## config.mk

```make
export PLATFORM = sky130hd
export DESIGN_NAME = load_store_unit
export DESIGN_NICKNAME = d
export VERILOG_FILES = /design/src/rtl/load_store_unit.sv
export SDC_FILE = /design/constraint.sdc
export NUM_CORES = 1
export LEC_CHECK = 0
export ABC_AREA = 1
export CORE_MARGIN = 2
export CORE_UTILIZATION = 51
export DETAILED_ROUTE_END_ITERATION = 8
export PLACE_DENSITY = 0.86
export SYNTH_ARGS = -nofsm -noshare
export SYNTH_HDL_FRONTEND = slang
export SYNTH_SLANG_ARGS = --single-unit
```

## constraint.sdc

```tcl
create_clock -name clk -period 3.5 [get_ports clk]
set_input_delay 0.875 -clock clk [delete_from_list [all_inputs] [get_ports clk]]
set_output_delay 0.875 -clock clk [all_outputs]
set_load 0.005 [all_outputs]
```

## src/rtl/load_store_unit.sv

```systemverilog
// Load/store unit: turns one load/store request at a time into word-wide memory cycles.
// Optional LSU_BOUNDS_CHECK_EN rejects word indices at or beyond DEPTH.
module load_store_unit #(
    parameter int unsigned DEPTH = 128
) (
    input  logic        clk,
    input  logic        rst_n,
    input  logic        req_valid,
    output logic        req_ready,
    input  logic        req_read,
    input  logic        req_write,
    input  logic [1:0]  req_size,
    input  logic        req_unsigned,
    input  logic [31:0] req_addr,
    input  logic [31:0] req_wdata,
    output logic        done,
    output logic        err,
    output logic [31:0] rdata,
    output logic [31:0] mem_address,
    output logic        mem_read,
    output logic        mem_write,
    output logic [31:0] mem_wdata,
    input  logic [31:0] mem_rdata
);

    typedef enum logic [2:0] {
        IDLE,
        RD,
        CAP,
        WR,
        RMW_RD,
        RMW_MRG,
        RMW_WR,
        FIN
    } state_t;

    if (DEPTH == 0 || (DEPTH & (DEPTH - 1)) != 0) begin : g_depth_check
        $error("load_store_unit: DEPTH must be a power of two");
    end

    state_t      state;
    state_t      state_next;
    logic        mem_read_next;
    logic        mem_write_next;
    logic        illegal;
    logic        oob;
    logic        transfer;

    logic [1:0]  addr_lo_q;
    logic [1:0]  size_q;
    logic        uns_q;
    logic [31:0] wdata_q;
    logic        err_q;

`ifdef LSU_BOUNDS_CHECK_EN
    assign oob = (req_addr[31:2] >= 30'(DEPTH));
`else
    assign oob = 1'b0;
`endif

    assign illegal = (req_read == req_write)
                   || (req_size == 2'd3)
                   || (req_size == 2'd1 && req_addr[0])
                   || (req_size == 2'd2 && req_addr[1:0] != 2'b00)
                   || oob;

    assign req_ready = (state == IDLE);
    assign transfer  = req_valid && req_ready;
    assign done      = (state == FIN);
    assign err       = (state == FIN) && err_q;

    function automatic logic [31:0] extend(input logic [31:0] w, input logic [1:0] lo,
                                           input logic [1:0] sz, input logic uns);
        logic [31:0] sh;
        sh = w >> {lo, 3'b000};
        case (sz)
            2'd0:    extend = uns ? {24'b0, sh[7:0]}  : {{24{sh[7]}}, sh[7:0]};
            2'd1:    extend = uns ? {16'b0, sh[15:0]} : {{16{sh[15]}}, sh[15:0]};
            default: extend = w;
        endcase
    endfunction

    function automatic logic [31:0] merge(input logic [31:0] w, input logic [31:0] d,
                                          input logic [1:0] lo, input logic [1:0] sz);
        logic [31:0] mask;
        logic [31:0] data;
        mask  = ((sz == 2'd0) ? 32'h0000_00FF : 32'h0000_FFFF) << {lo, 3'b000};
        data  = d << {lo, 3'b000};
        merge = (w & ~mask) | (data & mask);
    endfunction

    // Illegal requests pass through WR with the write strobe suppressed, so err
    // completes two cycles after transfer like a word store.
    always_comb begin
        state_next     = state;
        mem_read_next  = 1'b0;
        mem_write_next = 1'b0;
        case (state)
            IDLE: begin
                if (req_valid) begin
                    if (illegal)                state_next = WR;
                    else if (req_read)          state_next = RD;
                    else if (req_size == 2'd2)  state_next = WR;
                    else                        state_next = RMW_RD;
                end
            end
            RD:      state_next = CAP;
            CAP:     state_next = FIN;
            WR:      state_next = FIN;
            RMW_RD:  state_next = RMW_MRG;
            RMW_MRG: state_next = RMW_WR;
            RMW_WR:  state_next = FIN;
            FIN:     state_next = IDLE;
            default: state_next = IDLE;
        endcase
        mem_read_next  = (state_next == RD) || (state_next == RMW_RD);
        mem_write_next = (state == IDLE && state_next == WR && !illegal) || (state_next == RMW_WR);
    end

    always_ff @(posedge clk or negedge rst_n) begin
        if (!rst_n) begin
            state       <= IDLE;
            mem_read    <= 1'b0;
            mem_write   <= 1'b0;
            mem_address <= '0;
            mem_wdata   <= '0;
            rdata       <= '0;
            addr_lo_q   <= '0;
            size_q      <= '0;
            uns_q       <= 1'b0;
            wdata_q     <= '0;
            err_q       <= 1'b0;
        end else begin
            state     <= state_next;
            mem_read  <= mem_read_next;
            mem_write <= mem_write_next;
            if (transfer) begin
                addr_lo_q <= req_addr[1:0];
                size_q    <= req_size;
                uns_q     <= req_unsigned;
                wdata_q   <= req_wdata;
                err_q     <= illegal;
                if (!illegal) begin
                    mem_address <= {2'b00, req_addr[31:2]};
                    if (req_write) mem_wdata <= req_wdata;
                end
            end
            if (state == CAP) begin
                rdata <= extend(mem_rdata, addr_lo_q, size_q, uns_q);
            end
            if (state == RMW_MRG) begin
                mem_wdata <= merge(mem_rdata, wdata_q, addr_lo_q, size_q);
            end
        end
    end

endmodule

```

==> impl_metrics.py <==
metrics = {
    "outcome": {
        "outcome": "completed",
    },
    "clocking": {
        "cts_buffer_depth": 2,
        "cts-htree-levels": 4,
        "clk_latency_ns": 0.42,
        "cts_setup_buffers": 0,
        "cts_resized": 0,
        "numCtsBuffers": 17,
        "cts_root_buf": "clkbuf_16",
        "cts_hold_buf": 0,
        "tritoncts": "done",
        "cts.clk_slew.worst_paths_ns": 0.06,
        "numClockSinks": 129,
    },
    "synthesis": {
        "synth_ff_type": "dfrtp_1",
        "synth_cell_type_count": 24,
        "ys_seq_area_share_pct": 46.9,
        "synth_seq_cells": 129,
        "synth_edf_count": 0,
        "synth_cells": 984,
        "syn_area_mm2": 0.00689,
        "yosysWarnings": 0,
        "synthArstFlopShare_pct": 100,
        "avgSynthCellArea_um2": 7.00,
    },
    "floorplan": {
        "die_width_um": 120,
        "die_area_mm2": 0.0145,
        "ioPinCount": 205,
        "num_rows": 42,
        "core_mm2": 0.0132,
        "initial_utilization_pct": 52.2,
        "die_h_um": 120,
    },
    "layout": {
        "fillers": 1068,
        "synthToLayoutAreaGrowth_pct": 38.0,
        "antenna_cells": 0,
        "finalInstanceArea_mm2": 0.00950,
        "multi_input_area_mm2": 0.00310,
        "drive_above_1_share_pct": 6.39,
        "fin_util_pct": 72.1,
        "seqCellArea_mm2": 0.00323,
        "fin_nets": 1266,
    },
    "placement": {
        "placed_cell_area_mm2": 0.00893,
        "pre_cts_ws_ns": 0.777,
        "gp_congestion": 0.937,
        "dp_hpwl_mm": 14.9,
        "port_buffers": 202,
    },
    "setup_path": {
        "cp-start-kind": "flop",
        "cp_max_fo": 5,
        "critPathCaptureType": "output port",
        "path_depth": 4,
        "crit_family": "buffers and inverters",
        "required_ns": 2.62,
        "crit_chain": "inv_2 -> nand2_1 -> nor2_1 -> clkdlybuf4s50_1",
        "path_class": "reg2out",
        "critPathArrivalTime_ns": 1.74,
        "slowest_delay_ns": 0.54,
        "crit_slowest_cell": "clkdlybuf4s50_1",
        "cp_num_buf_inv": 2,
        "r2r_cells": 9,
    },
    "global_routing": {
        "grtUsageTotal_pct": 29.4,
        "grt_remaining_overflow": 0,
        "first_global_vias": 6777,
        "grt_pass1_wl_mm": 33.4,
        "grt_antenna_before_repair": 0,
        "grt_start_max_net_pins": 62,
    },
    "sta": {
        "setup_violations": 0,
        "tightest_slew_ns": 0.895,
        "layout_setup_ws_ns": 0.883,
        "final_max_slew_viol_count": 0,
        "maxSlewHeadroom_pct": 40.4,
        "hold_viol": 0,
        "period_needed_ns": 2.62,
        "rsz0062_at_grt": "false",
        "finClkSkew_ns": 0.00726,
        "setup_tns_ns": 0,
        "fin_crit_sh_pct": 74.8,
        "fmax_ghz": 0.382,
    },
    "run": {
        "max_cap_violations": 0,
    },
    "route": {
        "postRouteAntennaNets": 0,
        "dr.pass1.iters": 5,
        "drc_errors": 0,
        "wl_per_cell_um": 15.3,
        "via_per_inst": 5.25,
        "detailroute.via_count": 7081,
        "wirelength_mm": 20.6,
        "drtIter0Drc": 704,
    },
    "power": {
        "p_leak_nw": 4.78,
        "ir_worst_vdd_v": 0.000448,
        "power.density_mw_per_mm2": 858,
    },
    "worst_hold_path": {
        "holdPathStages": 2,
        "hold_path_class": "reg2reg",
    },
}
## layer usage
metal / vias up / routed length, µm / track usage (%)
met1: 3207 / 8420 / 38.9
met3: 71 / 2200 / 9.39
met4: 0 / 728 / 14.0
met5: - / 0 / 0
met2: 388 / 9290 / 44.1
li1: 3415 / - / -
## worst min-delay path: cells and delay by family (launching register included)
kind             cells  cell delay (ns)
flip-flops           1             0.34
AND/OR/NAND/NOR      2             0.10
## metrics by stage
stage | total power [mW] | hold slack [ns] | cells
2_1_floorplan | 4.76 | 0.459 | 985
3_3_place_gp | 6.29 | 0.454 | 1319
3_5_place_dp | 6.38 | 0.459 | 1319
4_1_cts | 8.15 | 0.472 | 1349
5_1_grt | 8.79 | 0.495 | 1349
6_report | 8.16 | 0.468 | 1349
## power by group
part	internal, mW	switching, mW	leakage, nW	total (mW)
Clock	1.11	0.625	0.279	1.74
Combinational	1.76	1.99	2.91	3.75
Sequential	2.17	0.499	1.59	2.67
Total	5.04	3.11	4.78	8.16
## Yosys cell counts, drive strengths merged (7+ instances only)
cell type  count  share of area, %
inv           73               4.0
clkbuf        18              0.98
or2           16               1.5
nand3         96               7.0
a21oi         30               2.2
o211ai         7              0.76
nand2        477                26
buf           38               3.2
dfrtp        129                47
nor2          28               2.0
o21ai         69               5.0
## cells in the final DEF (no fill, tap or decap), drive strengths merged
| cell type | synthesis | layout |
|---|---|---|
| clkdlybuf4s50 | 0 | 201 |
| clkinvlp | 0 | 1 |
| or2 | 16 | 16 |
| clkinv | 1 | 3 |
| dfrtp | 129 | 129 |
| a21oi | 30 | 30 |
| o211ai | 7 | 7 |
| conb | 1 | 2 |
| inv | 73 | 73 |
| nor2 | 28 | 28 |
| o21ai | 69 | 69 |
| clkbuf | 18 | 25 |
| bufinv | 0 | 2 |
| buf | 38 | 13 |
| nand2 | 477 | 477 |
| nand3 | 96 | 96 |
| xor2 | 1 | 1 |
## layout make-up
class | count | share of cell area (%)
inverter | 74 | 2.92
timing repair buffer | 214 | 22.2
clock inverter | 5 | 0.816
tap | 176 | 2.32
sequential | 129 | 34.0
clock buffer | 25 | 5.21
multi-input combinational | 726 | 32.6
## path summary, 6_finish.rpt
| kind | startpoint | end | slack, ns |
|---|---|---|---|
| setup / recovery | state[2] | req_ready | 0.88 |
| hold / removal | mem_address[27] | mem_address[27] | 0.47 |
| setup reg to reg | size_q[1] | mem_wdata[18] | 0.95 |
| hold reg to reg | mem_address[27] | mem_address[27] | 0.47 |
| max in group asynchronous | rst_n | mem_address[13] | 2.16 |
| min in group asynchronous | rst_n | mem_wdata[28] | 0.52 |
## flip-flops by register name, indices dropped and copies added, names as in the netlist
register / cells
mem_read: 1
err_q: 1
wdata_q: 24
mem_wdata: 32
mem_address: 30
size_q: 2
rdata: 32
mem_write: 1
uns_q: 1
addr_lo_q: 2
state: 3
## cells by family after synthesis
family,Yosys count,share of synthesized area (%)
XOR/XNOR,1,0.127
flip-flops,129,46.9
AO/OA/AOI/OAI,106,7.96
buffers and inverters,130,8.25
other,1,0.0544
AND/OR/NAND/NOR,617,36.7
No activity file was read; power rests on OpenSTA's default activity.
